### config.mk
export PLATFORM = sky130hd
export DESIGN_NAME = duft_test_sequencer
export DESIGN_NICKNAME = d
export VERILOG_FILES = /design/src/rtl/duft_test_sequencer.sv
export SDC_FILE = /design/constraint.sdc
export NUM_CORES = 1
export LEC_CHECK = 0
export CORE_UTILIZATION = 50
export DETAILED_ROUTE_END_ITERATION = 10
export DONT_BUFFER_PORTS = 1
export PLACE_DENSITY_LB_ADDON = 0.08
export SLEW_MARGIN = 20
export SYNTH_ARGS = -nofsm -noshare
export SYNTH_HDL_FRONTEND = slang
export SYNTH_SLANG_ARGS = --single-unit
### constraint.sdc
create_clock -name clk -period 5.7 [get_ports clk]
set_input_delay 1.14 -clock clk [delete_from_list [all_inputs] [get_ports clk]]
set_output_delay 1.14 -clock clk [all_outputs]
set_load 0.005 [all_outputs]
### src/rtl/duft_test_sequencer.sv
// Host-side sequencer for one DUFT: applies a vector, captures the result, optionally streams a
// scan dump, and returns everything through a result FIFO ending in a status trailer.
// Optional build macro DUFT_SEQ_TIMEOUT_EN adds a per-wait-state watchdog.
module duft_test_sequencer #(
  parameter int FIFO_DEPTH     = 8,
  parameter int TIMEOUT_CYCLES = 1024
) (
  input  logic        clk,
  input  logic        reset,
  input  logic        cmd_valid,
  output logic        cmd_ready,
  input  logic [31:0] cmd_data,
  input  logic        cmd_dump,
  output logic        res_valid,
  input  logic        res_ready,
  output logic [31:0] res_data,
  output logic        res_last,
  output logic [31:0] data_in,
  input  logic [31:0] data_out,
  output logic        dut_val_op,
  output logic        dut_commit_ack,
  input  logic        dut_op_ack,
  input  logic        dut_op_commit,
  output logic        dft_val_op,
  output logic        dft_commit_ack,
  output logic        ex_sen,
  input  logic        dft_op_ack,
  input  logic        dft_op_commit,
  input  logic        dft_output_strobe,
  input  logic [31:0] dft_out,
  output logic [2:0]  fsm_state
);
  // Handshakes: a transfer happens on a rising edge where valid and ready are both high;
  // valid never waits on ready, and the payload stays stable until the transfer.

  if (FIFO_DEPTH < 2 || (FIFO_DEPTH & (FIFO_DEPTH - 1)) != 0) begin : g_bad_depth
    $error("FIFO_DEPTH must be a power of 2 and at least 2");
  end
  if (TIMEOUT_CYCLES < 1) begin : g_bad_timeout
    $error("TIMEOUT_CYCLES must be at least 1");
  end

  typedef enum logic [2:0] {
    IDLE       = 3'd0,
    DUT_REQ    = 3'd1,
    DUT_WAIT   = 3'd2,
    DUT_PUSH   = 3'd3,
    DFT_REQ    = 3'd4,
    DFT_STREAM = 3'd5,
    TRAILER    = 3'd6
  } state_t;

  localparam int AW = $clog2(FIFO_DEPTH);

  state_t        state, state_n;
  logic          dump_q, dumped, ovf, tmo, tmo_hit;
  logic [31:0]   result_q;
  logic [15:0]   wcount;
  logic          accept, push, pop, full, can_push;
  logic [32:0]   push_word;
  logic [32:0]   mem [FIFO_DEPTH];
  logic [AW-1:0] wr_ptr, rd_ptr;
  logic [AW:0]   count;

  assign accept    = (state == IDLE) && cmd_valid && cmd_ready;
  assign full      = (count == (AW + 1)'(FIFO_DEPTH));
  assign res_valid = (count != '0);
  assign pop       = res_valid && res_ready;
  // A pop in the same cycle frees the slot, so a full FIFO can still take a push.
  assign can_push  = !full || res_ready;
  assign res_data  = res_valid ? mem[rd_ptr][31:0] : 32'd0;
  assign res_last  = res_valid && mem[rd_ptr][32];
  assign fsm_state = state;

`ifdef DUFT_SEQ_TIMEOUT_EN
  localparam int TW = $clog2(TIMEOUT_CYCLES + 1);
  logic [TW-1:0] wait_cnt;
  logic          waiting;

  assign waiting = (state == DUT_REQ) || (state == DUT_WAIT) ||
                   (state == DFT_REQ) || (state == DFT_STREAM);
  assign tmo_hit = waiting && (wait_cnt == TW'(TIMEOUT_CYCLES - 1));

  always_ff @(posedge clk) begin
    if (!reset) begin
      wait_cnt <= '0;
      tmo      <= 1'b0;
    end else begin
      wait_cnt <= (state_n != state || !waiting) ? '0 : wait_cnt + 1'b1;
      if (accept)       tmo <= 1'b0;
      else if (tmo_hit) tmo <= 1'b1;
    end
  end
`else
  assign tmo_hit = 1'b0;
  assign tmo     = 1'b0;
`endif

  always_comb begin
    state_n   = state;
    push      = 1'b0;
    push_word = '0;
    case (state)
      IDLE:     if (accept) state_n = DUT_REQ;
      DUT_REQ:  if (tmo_hit) state_n = TRAILER; else if (dut_op_ack) state_n = DUT_WAIT;
      DUT_WAIT: if (tmo_hit) state_n = TRAILER; else if (dut_op_commit) state_n = DUT_PUSH;
      DUT_PUSH: begin
        if (can_push) begin
          push      = 1'b1;
          push_word = {1'b0, result_q};
          state_n   = dump_q ? DFT_REQ : TRAILER;
        end
      end
      DFT_REQ:  if (tmo_hit) state_n = TRAILER; else if (dft_op_ack) state_n = DFT_STREAM;
      DFT_STREAM: begin
        // A strobe coinciding with commit is still pushed before leaving the stream.
        if (dft_output_strobe && can_push) begin
          push      = 1'b1;
          push_word = {1'b0, dft_out};
        end
        if (tmo_hit || dft_op_commit) state_n = TRAILER;
      end
      TRAILER: begin
        if (can_push) begin
          push      = 1'b1;
          push_word = {1'b1, ovf, tmo, dumped, 13'd0, wcount};
          state_n   = IDLE;
        end
      end
      default:  state_n = IDLE;
    endcase
  end

  always_ff @(posedge clk) begin
    if (!reset) begin
      state          <= IDLE;
      cmd_ready      <= 1'b0;
      data_in        <= '0;
      dump_q         <= 1'b0;
      dumped         <= 1'b0;
      ovf            <= 1'b0;
      wcount         <= '0;
      result_q       <= '0;
      dut_val_op     <= 1'b0;
      dut_commit_ack <= 1'b0;
      dft_val_op     <= 1'b0;
      dft_commit_ack <= 1'b0;
      ex_sen         <= 1'b0;
    end else begin
      state          <= state_n;
      cmd_ready      <= (state_n == IDLE);
      dut_val_op     <= (state_n == DUT_REQ);
      dft_val_op     <= (state_n == DFT_REQ);
      ex_sen         <= (state_n == DFT_REQ) || (state_n == DFT_STREAM);
      dut_commit_ack <= (state == DUT_WAIT) && dut_op_commit && !tmo_hit;
      dft_commit_ack <= (state == DFT_STREAM) && dft_op_commit && !tmo_hit;
      if (accept) begin
        data_in <= cmd_data;
        dump_q  <= cmd_dump;
        dumped  <= 1'b0;
        ovf     <= 1'b0;
        wcount  <= '0;
      end
      if (state == DUT_WAIT && dut_op_commit && !tmo_hit) result_q <= data_out;
      if (state == DUT_PUSH && state_n == DFT_REQ) dumped <= 1'b1;
      if (state == DFT_STREAM && dft_output_strobe) begin
        if (wcount != 16'hFFFF) wcount <= wcount + 16'd1;
        if (!can_push) ovf <= 1'b1;
      end
    end
  end

  always_ff @(posedge clk) begin
    if (push) mem[wr_ptr] <= push_word;
  end

  always_ff @(posedge clk) begin
    if (!reset) begin
      wr_ptr <= '0;
      rd_ptr <= '0;
      count  <= '0;
    end else begin
      if (push) wr_ptr <= wr_ptr + 1'b1;
      if (pop)  rd_ptr <= rd_ptr + 1'b1;
      case ({push, pop})
        2'b10:   count <= count + 1'b1;
        2'b01:   count <= count - 1'b1;
        default: count <= count;
      endcase
    end
  end
endmodule

# [Yosys cells after proc, flatten, opt, wreduce, memory -nomap -nowiden]
# Memories as Yosys holds them, arrays and structs flattened. A register that Yosys moved wholly into a read port is not among the register bits.
# Cells that the tools add are included.
[word_totals] input_bits=106 wordCells=83 ramBits=264 regBits=102 out_inout_bits=75 mem_count=1
[mem_list] memory="mem" words=8 width=33 rd=1 rd_ports_with_merged_regs=1 write_ports=1 line_no="61" source="logic [32:0] mem [FIFO_DEPTH];"
[classes] n_reduce_logical=18 eq_ne=13 addsub=5 mux=30
[ops] operator="33-bit case mux with 3 select lines" n=1
[ops] operator="32-bit two-way mux" n=3
[ops] operator="16-bit two-way mux" n=3
[ops] operator="33-bit two-way mux" n=1
[ops] operator="3-bit two-way mux" n=9
[ops] operator="3-bit case mux with 7 select lines" n=1
[ops] operator="16-bit by 1-bit adder with 16-bit output, second input constant" n=1
[ops] operator="16-bit inequality test, second input constant" n=1
[ops] operator="3-bit == test, second input constant" n=5
[ops] operator="1-bit logical AND" n=9
[ops] operator="1-bit two-way mux" n=9
[ops] operator="4-bit case mux with 2 select lines" n=1
[ops] operator="3-bit by 1-bit adder with 3-bit output, second input constant" n=2
[ops] operator="3-bit by 1-bit == test with 1-bit output, second input constant" n=2
[ops] operator="3-bit by 2-bit == test with 1-bit output, second input constant" n=2
[ops] operator="3-bit zero test" n=2
[ops] operator="4-bit by 1-bit adder with 4-bit output, second input constant" n=1
[ops] operator="4-bit == test, second input constant" n=1
[ops] operator="2-bit nonzero test" n=2
[ops] operator="4-bit nonzero test" n=1
[ops] operator="4-bit by 1-bit subtractor with 4-bit output, second input constant" n=1
[ops] operator="2-bit by 1-bit == test with 1-bit output, second input constant" n=1
[ops] operator="2-bit == test, second input constant" n=1
[ops] operator="1-bit logical OR" n=2
[ops] operator="other kinds (4)" n=4

# [Logic depth before layout (Yosys ltp)]
# Gate-level depths: netlist of the first run.
[depth] word_depth=8 ltp_mapped=12 mapped_depth_nobuf=10

# [Least setup slack after synthesis of the first run]
# OpenSTA, ideal clock, no wires.
[synth_path] path_type="in2reg" startpoint="in res_ready" endpoint="mem mem[0][0], enable pin" required_ps=5236 stages=5 slack_ps=951 arrival_ps=4285 setup_time_ps=464 n_path_buf=1 cell_sequence="nor2b_1 -> clkbuf_1 -> and2_0 -> or3_1 -> nor3_1"
[synth_between] elab_chain_len=6 elab_cells_between_ends=7 cone_classes="mux: 5; reduce/logical: 2"
[synth_lines] item="from (decl)" line_no="15" source="input logic res_ready,"
[synth_lines] item="1-bit logical OR (*)" line_no="70" source="assign can_push = !full || res_ready;"
[synth_lines] item="1-bit logical AND" line_no="117" source="if (dft_output_strobe && can_push) begin"
[synth_lines] item="1-bit two-way mux" line_no="117"
[synth_lines] item="1-bit case mux with 2 select lines (*)" line_no="103" source="case (state)"
[synth_lines] item="1-bit two-way mux (*)" line_no="174" source="if (push) mem[wr_ptr] <= push_word;"
[synth_lines] item="1-bit two-way mux (implied by the code) (*)" line_no="174"
[synth_lines] item="to (decl)" line_no="61"
# Every way passes the cells marked *; elsewhere a longest branch is shown, timed or not.

==> flow_summary_export.csv, run 1 <==
group,metric,value,unit
drt,via_per_inst,5.86,
drt,remaining_drc_errors,0,
grt,grt-ovfl-total,0,
finish,final_area,0.0165,mm^2
pwr,power_density,330,mW/mm^2
drt,route.vias.total,8416,
pwr,p_sw,0.00107,W
place,post_dp_cell_area,0.0152,mm^2
setup_path,worst-setup-path-type,"reg -> out",
floorplan,die_area,0.0302,mm^2
cts,cts_tree,"done",
cts,cts_buffers,39,
place,hpwl,20000,um
finish,area_growth,11.7,%
grt,grt_pass1_vias,8534,
sta,max_freq,256,MHz
synth,synth.top_cell.area_share,0.537,
synth,synth_area,0.0148,mm^2
finish,diodes,0,
synth,syn_area_per_cell,14.3,um^2
pwr,combPwrFrac,0.020,
synth,seq_area_frac_synth,0.680,
sta,fin_skew,0.0179,ns
floorplan,die_y,174,um
pwr,power.leakage,5.74,nW
drt,wirelength,32100,um
sta,fin_crit_sh,0.684,
min_path,hp-class,"reg -> reg",
grt,grt_pass1_wl,49500,um
setup_path,arrival,2.76,ns
sta,worstMarginPinSlew,1.11,ns
drt,drtIter0Drc,515,
finish,layout-drive-gt1-share,0.156,
cts,insertion_delay,0.51,ns
floorplan,start_util,0.511,
cts,cts_setup_buffers,0,
sta,tns,0,ns
setup_path,crit_fanout,39,
place,dp.cells,1366,
drt,wire_per_inst,22.3,um
synth,ys_seq_elements,369,
pwr,power_frac_seq,0.531,
cts,cts.sinks,369,
cts,cts_resized,0,
synth,ys.flop_type,"edfxtp_1",
cts,cts.clk_slew.worst_paths,0.06,ns
synth,synth_area_leader_cell,"edfxtp_1",
setup_path,critical_path_required,4.56,ns
sta,finalHoldViolations,0,
grt,antenna_found_initial,0,
pwr,clkPwrFrac,0.449,
setup_path,critPathLaunchType,"register",
synth,yosysWarningCount,0,
floorplan,fp.coreArea,0.0289,mm^2
sta,rsz0062_at_grt,"no",
cts,cts_root_buf,"clkbuf_16",
cts,cts_max_level,2,
finish,final_nets,1135,
sta,setup_viol,0,
outcome,status,"completed",
setup_path,slowest_delay,0.86,ns
place,port_buffers,0,
drt,firstDrtPassIters,4,
setup_path,endpoint_kind,"primary output",
pwr,ir_drop,0.239,mV
cts,hold_buffers,0,
setup_path,r2r_setup_slack,2.31,ns
synth,syn-num-nets,1141,
setup_path,cp_cell_sequence,"buf_4 > mux4_2 > mux2i_1 > nor2_1",
cts,clockBufferDepth,3,
sta,slew_headroom,0.259,
synth,synth_cells,1029,
sta,period_needed,3.90,ns
finish,nFillCells,2358,
synth,synth_cell_types,61,
finish,fin_cells,1437,
sta,drv_slew,0,
place,gp_congestion,0.790,
synth,async_reset_ff_frac,0,
floorplan,die_width,174,um
pwr,intPower,0.00436,W
synth,synth_edf_count,264,
grt,grt_use_total,0.214,
drt,ant_nets,0,
run,maxCapViolCount,0,
synth,synth.area.top_cells,"edfxtp_1 54%, dfxtp_1 14%, mux4_2 10%, nand2_1 4.7%, a21oi_1 2.5%",
pwr,switching_share,0.198,
setup_path,crit_slowest_cell,"dfxtp_4",
floorplan,io_pins,181,
grt,grt_max_degree,65,
floorplan,row_count,62,
## synth_stat cells (all sizes together) (2+ instances only)
cell / count
a21oi: 75
a22o: 14
a22oi: 20
a311oi: 4
a31oi: 7
and2: 4
and3: 3
and3b: 2
and4: 2
buf: 25
clkbuf: 43
dfxtp: 105
edfxtp: 264
ha: 6
inv: 6
mux2i: 36
mux4: 66
nand2: 184
nand2b: 6
nand3: 20
nand3b: 4
nand4: 7
nor2: 52
nor2b: 5
nor3: 5
nor4: 7
o2111ai: 3
o211ai: 4
o21ai: 12
o221ai: 4
o31a: 2
o31ai: 3
or3: 3
or4: 5
xor2: 5
## per-stage QoR
step	hold WS, ns	total power [W]	setup WS, ns	util
after global routing	0.470	0.00560	1.60	0.571
after detailed placement	0.447	0.00305	1.83	0.528
after floorplan	0.437	0.00302	0.951	-
after CTS	0.455	0.00548	1.72	0.571
final	0.455	0.00544	1.80	0.571
after global placement	0.443	0.00305	1.87	0.527
## critical path, delay by kind of cell, from the launching register on
family | cells | cell delay (ns)
buf+inv | 1 | 0.43
flops | 1 | 0.86
mux | 2 | 0.80
simple gates | 1 | 0.09
## cell type report
cell class	instances	area, um^2	area share
Inverter	7	26.3	0.00159
Clock buffer	59	1130	0.0688
Tap cell	384	480	0.0292
Clock inverter	12	114	0.00691
Sequential cell	369	10000	0.609
Multi-Input combinational cell	585	4510	0.274
Timing Repair Buffer	21	178	0.0108
## cell usage in the layout (no fill, tap or decap), types with 6 or more instances in the layout
| cell | count |
|---|---|
| edfxtp_1 | 264 |
| nand2_1 | 184 |
| dfxtp_1 | 102 |
| a21oi_1 | 73 |
| mux4_2 | 66 |
| nor2_1 | 46 |
| clkbuf_16 | 41 |
| mux2i_1 | 36 |
| a22oi_1 | 20 |
| nand3_1 | 20 |
| buf_4 | 19 |
| a22o_1 | 14 |
| clkbuf_1 | 14 |
| o21ai_0 | 9 |
| a31oi_1 | 7 |
| inv_1 | 6 |
| nor2_4 | 6 |
| nand2b_1 | 6 |
| ha_1 | 6 |
## power groups by stage
stage	Clock [W]	Combinational, W	Sequential, W
floorplan	0	0.0000905	0.00293
global placement	0	0.000104	0.00294
finish	0.00244	0.000107	0.00289
detailed placement	0	0.000108	0.00294
CTS	0.00249	0.000108	0.00289
global route	0.00260	0.000120	0.00289
## final timing paths
kind | from | cells after the start | end
hold reg to reg | result_q[24] | 2 | result_q[24]
hold / removal | result_q[24] | 2 | result_q[24]
setup reg to reg | fsm_state[0] | 5 | mem[2][21]
setup / recovery | register | 4 | res_data[0]
## kinds of logic (layout without fill, tap and decap cells)
| logic type | after synthesis | after routing | share of synthesized area |
|---|---|---|---|
| flip-flops | 369 | 369 | 0.680 |
| AND/OR/NAND/NOR | 314 | 314 | 0.0969 |
| multiplexers | 103 | 103 | 0.126 |
| XOR/XNOR | 6 | 6 | 0.00356 |
| AO/OA/AOI/OAI | 156 | 156 | 0.0684 |
| buffers and inverters | 75 | 99 | 0.0206 |
| adder cells (fa/ha/maj) | 6 | 6 | 0.00509 |
## flip-flops by register name (all words and copies together) (netlist names), named ones only
signal	flops
dump_q	1
count	4
mem	264
result_q	32
wcount	16
ex_sen	1
ovf	1
dut_val_op	1
rd_ptr	3
dumped	1
fsm_state	3
dft_val_op	1
cmd_ready	1
dft_commit_ack	1
data_in	32
wr_ptr	3
dut_commit_ack	1
## layer usage
metal  vias up  part of all wire  track usage
met2       280              0.47        0.335
met5         -                 0            0
met3        29             0.072       0.0471
met4         0             0.012       0.0453
li1       3896                 -            -
met1      4211              0.45        0.308
(Power assumes the default switching activity.)
==> run 2: changes to the inputs <==
- clock period: 5.7 -> 3.7 ns (I/O delays scaled with it)
==> run 2 against run 1 <==
Net effect:
- sequential cell count stayed put
- largest power group unchanged
- critical path depth stayed put
- total power is 53% higher
- final area is 0.49% higher
- register-to-register slack worse by 1.5 ns
==> flow_summary_export.csv, run 2 (synthesis results as in run 1) <==
group,metric,value,unit
outcome,status,"completed",
place,gp_congestion,0.805,
finish,final_cell_mix,"264 x edfxtp_1, 184 x nand2_1, 102 x dfxtp_1",
setup_path,worst-setup-path-type,"reg -> out",
pwr,ir_drop,0.366,mV
cts,clockBufferDepth,3,
sta,whs,0.352,ns
cts,cts.sinks,369,
cts,hold_buffers,0,
sta,tns,0,ns
cts,cts_resized,0,
sta,slew_headroom,0.418,
sta,period_needed,3.02,ns
grt,grt-ovfl-total,0,
place,hpwl,19000,um
setup_path,crit_fanout,31,
grt,antenna_found_initial,0,
setup_path,critical_path_required,2.96,ns
sta,drv_slew,0,
place,port_buffers,0,
setup_path,arrival,2.28,ns
pwr,power.leakage,5.76,nW
pwr,switching_share,0.201,
drt,met2_length,15200,um
floorplan,die_width,174,um
floorplan,io_pins,181,
sta,worstMarginPinSlew,0.871,ns
drt,drtIter0Drc,581,
finish,final-seq-area,0.0100,mm^2
grt,grt_use_total,0.218,
floorplan,fp.coreArea,0.0289,mm^2
sta,fin_skew,0.0142,ns
drt,via_per_inst,5.87,
grt,grt_pass1_wl,50300,um
finish,diodes,0,
drt,ant_nets,0,
finish,final_nets,1142,
sta,max_freq,331,MHz
grt,grt_pass1_vias,8747,
pwr,combPwrFrac,0.021,
drt,wire_per_inst,22.3,um
pwr,power_frac_seq,0.536,
drt,remaining_drc_errors,0,
finish,mostFrequentLayoutCell,"edfxtp_1",
drt,top_layer_used,"met4",
drt,firstDrtPassIters,5,
cts,cts_max_level,2,
cts,cts_root_buf,"clkbuf_16",
finish,largest_reg_flops,264,
finish,layout-drive-gt1-share,0.159,
cts,cts.clk_slew.worst_paths,0.06,ns
cts,cts_tree,"done",
drt,wl_met3,1960,um
sta,rsz0062_at_grt,"no",
setup_path,critPathLaunchType,"register",
floorplan,start_util,0.511,
finish,top_register,"mem",
finish,final_core_util,0.574,
cts,cts_buffers,39,
finish,multi_input_area,0.00452,mm^2
drt,met1_length,14300,um
cts,insertion_delay,0.52,ns
finish,reg_top3,"mem (264), data_in (32), result_q (32)",
floorplan,row_count,62,
run,maxCapViolCount,0,
sta,setup_viol,0,
sta,fin_crit_sh,0.816,
floorplan,die_y,174,um
pwr,power_density,501,mW/mm^2
setup_path,endpoint_kind,"primary output",
drt,wirelength,32100,um
pwr,clkPwrFrac,0.444,
pwr,p_total,0.00830,W
drt,route.vias.total,8464,
finish,area_growth,12.2,%
floorplan,die_area,0.0302,mm^2
cts,cts_setup_buffers,0,
sta,finalHoldViolations,0,
min_path,hp-class,"in -> reg",
pwr,intPower,0.00663,W
grt,grt_max_degree,63,
pwr,p_sw,0.00167,W
finish,nFillCells,2328,
-- run 2: worst paths after layout --
kind,to,slack [ns],cells past startpoint,startpoint
worst max register to register,mem[6][30],0.77,5,count[1]
worst max-delay path,res_data[0],0.68,4,register
worst min register to register,result_q[25],0.45,2,result_q[25]
worst min-delay path,data_in[26],0.35,2,cmd_data[26]
-- run 2: power by group through the flow --
| stage | Clock [W] | Sequential, W | Combinational (W) |
|---|---|---|---|
| floorplan | 0 | 0.00452 | 0.000139 |
| global placement | 0 | 0.00453 | 0.000170 |
| detailed placement | 0 | 0.00453 | 0.000173 |
| CTS | 0.00376 | 0.00444 | 0.000173 |
| global route | 0.00392 | 0.00445 | 0.000192 |
| finish | 0.00368 | 0.00444 | 0.000170 |
-- run 2: routing by layer --
| metal | up-vias | GRT usage |
|---|---|---|
| met2 | 239 | 0.352 |
| li1 | 3916 | - |
| met5 | - | 0 |
| met1 | 4259 | 0.306 |
| met4 | 0 | 0.0501 |
| met3 | 50 | 0.0434 |
-- run 2: stage by stage --
step / setup WS [ns] / instances / cell area [um^2]
after floorplan: 0.235 / 1029 / 14800
after global placement: 0.716 / 1372 / 15300
after detailed placement: 0.672 / 1373 / 15400
after CTS: 0.569 / 1441 / 16600
after global routing: 0.537 / 1441 / 16600
final: 0.682 / 1441 / 16600
-- run 2: cell type report --
| cell class | instances | share of cell area |
|---|---|---|
| Clock inverter | 16 | 0.00808 |
| Multi-Input combinational cell | 585 | 0.273 |
| Inverter | 7 | 0.00159 |
| Clock buffer | 52 | 0.0644 |
| Sequential cell | 369 | 0.606 |
| Tap cell | 384 | 0.0290 |
| Timing Repair Buffer | 28 | 0.0177 |
-- run 2: critical path: stages, from the launching register on --
cell,delay [ns]
dfxtp_4,0.50
buf_12,0.31
mux4_2,0.54
mux2i_1,0.31
nor2_1,0.10
==> run 3: changes to the inputs <==
- clock period: 3.7 -> 3 ns (I/O delays scaled with it)
==> run 3 against run 2 <==
Net effect:
- global-route usage fell by 0.55 points
- sequential cell count is the same
- final cell count increased by 0.49%
==> flow_summary_export.csv, run 3 (synthesis results as in run 1) <==
group,metric,value,unit
outcome,status,"completed",
finish,final_cell_mix,"264 x edfxtp_1, 184 x nand2_1, 102 x dfxtp_1",
cts,cts_buffers,39,
finish,mostFrequentLayoutCell,"edfxtp_1",
grt,grt_max_degree,67,
cts,cts_tree,"done",
setup_path,cp_top_family,"multiplexers",
sta,period_needed,2.76,ns
min_path,hp-class,"in -> reg",
drt,wire_per_inst,21.7,um
cts,cts.clk_slew.worst_paths,0.06,ns
floorplan,die_width,174,um
sta,fin_skew,0.0166,ns
drt,ant_nets,0,
pwr,power.leakage,5.80,nW
floorplan,row_count,62,
grt,grt_use_total,0.212,
setup_path,worst-setup-path-type,"reg -> out",
sta,worstMarginPinSlew,0.841,ns
drt,via_per_inst,5.79,
cts,cts.sinks,369,
setup_path,arrival,2.16,ns
finish,final_nets,1146,
sta,fin_crit_sh,0.920,
cts,insertion_delay,0.52,ns
place,port_buffers,0,
setup_path,cp_num_buf_inv,1,
finish,fin_cells,1448,
grt,grt-ovfl-total,0,
setup_path,cp_cell_sequence,"buf_4 > mux4_2 > mux2i_1 > nor2_1",
finish,reg_top3,"mem (264), data_in (32), result_q (32)",
cts,clockBufferDepth,3,
setup_path,crit_slowest_cell,"mux4_2",
run,maxCapViolCount,0,
cts,cts_resized,0,
finish,area_growth,13.1,%
cts,cts_max_level,2,
drt,route.vias.total,8389,
sta,drv_slew,0,
sta,max_freq,362,MHz
finish,diodes,0,
sta,finalHoldViolations,0,
finish,top_register,"mem",
sta,setup_viol,0,
setup_path,crit_fanout,27,
drt,remaining_drc_errors,0,
place,hpwl,18600,um
cts,cts_setup_buffers,0,
setup_path,critical_path_required,2.40,ns
sta,slew_headroom,0.439,
grt,antenna_found_initial,0,
finish,largest_reg_flops,264,
floorplan,start_util,0.511,
finish,nFillCells,2304,
pwr,ir_drop,0.441,mV
grt,grt_pass1_vias,8641,
setup_path,critPathLaunchType,"register",
drt,firstDrtPassIters,5,
floorplan,io_pins,181,
floorplan,fp.coreArea,0.0289,mm^2
sta,whs,0.197,ns
floorplan,die_area,0.0302,mm^2
setup_path,endpoint_kind,"primary output",
cts,hold_buffers,0,
drt,drtIter0Drc,502,
sta,rsz0062_at_grt,"no",
floorplan,die_y,174,um
drt,wirelength,31400,um
pwr,power_density,615,mW/mm^2
setup_path,slowest_delay,0.59,ns
place,dp.cells,1377,
grt,grt_pass1_wl,48800,um
place,gp_congestion,0.780,
finish,layout-drive-gt1-share,0.163,
cts,cts_root_buf,"clkbuf_16",
run 3: worst reg2reg max path, delay by kind of cell (launching register included):
kind,cells,cell delay (ns)
DFF,1,0.40
AOI/OAI and AO/OA,2,0.18
xor gates and xnor gates,2,0.33
and+or+nand+nor,4,1.20
adders and majority gates,2,0.41
run 3: where the power goes:
group / total (W) / leakage, nW / switching (W) / internal [W]
sequential: 0.00547 / 3.85 / 0.0000367 / 0.00544
clock: 0.00458 / 0.590 / 0.00187 / 0.00270
combinational: 0.000214 / 1.35 / 0.000145 / 0.0000696
run 3: through the flow:
| stage | utilization | cell area, um^2 | total power [W] | TNS [ns] | worst slack, ns |
|---|---|---|---|---|---|
| final | 0.578 | 16700 | 0.0103 | 0 | 0.241 |
| after global routing | 0.578 | 16700 | 0.0106 | 0 | 0.0570 |
| after CTS | 0.578 | 16700 | 0.0104 | 0 | 0.142 |
| after detailed placement | 0.536 | 15500 | 0.00580 | 0 | 0.410 |
| after global placement | 0.536 | 15500 | 0.00580 | 0 | 0.460 |
| after floorplan | - | 14800 | 0.00574 | -29.19 | -0.324 |
run 3: layout make-up:
type,instances,area [um^2],share of cell area
Sequential cell,369,10000,0.601
Multi-Input combinational cell,585,4520,0.271
Clock buffer,54,1080,0.0650
Tap cell,384,480,0.0288
Timing Repair Buffer,32,403,0.0241
Clock inverter,17,135,0.00810
Inverter,7,26.3,0.00157
run 3: worst paths after layout:
kind                      from           end  slack (ns)  cells past startpoint
setup / recovery      register  res_data[19]        0.24                      4
setup reg to reg      count[1]      count[2]        0.43                     10
hold reg to reg   result_q[12]  result_q[12]        0.45                      2
hold / removal           reset  fsm_state[1]        0.20                      1
run 3: metal layers:
metal  GRT usage  routed length [um]  vias up  part of all wire
met5           0                   0        -                 0
met4      0.0548                 553        0             0.018
met3      0.0463                1850       43             0.059
met2       0.351               14900      229              0.48
met1       0.285               14100     4199              0.45
li1            -                   -     3918                 -
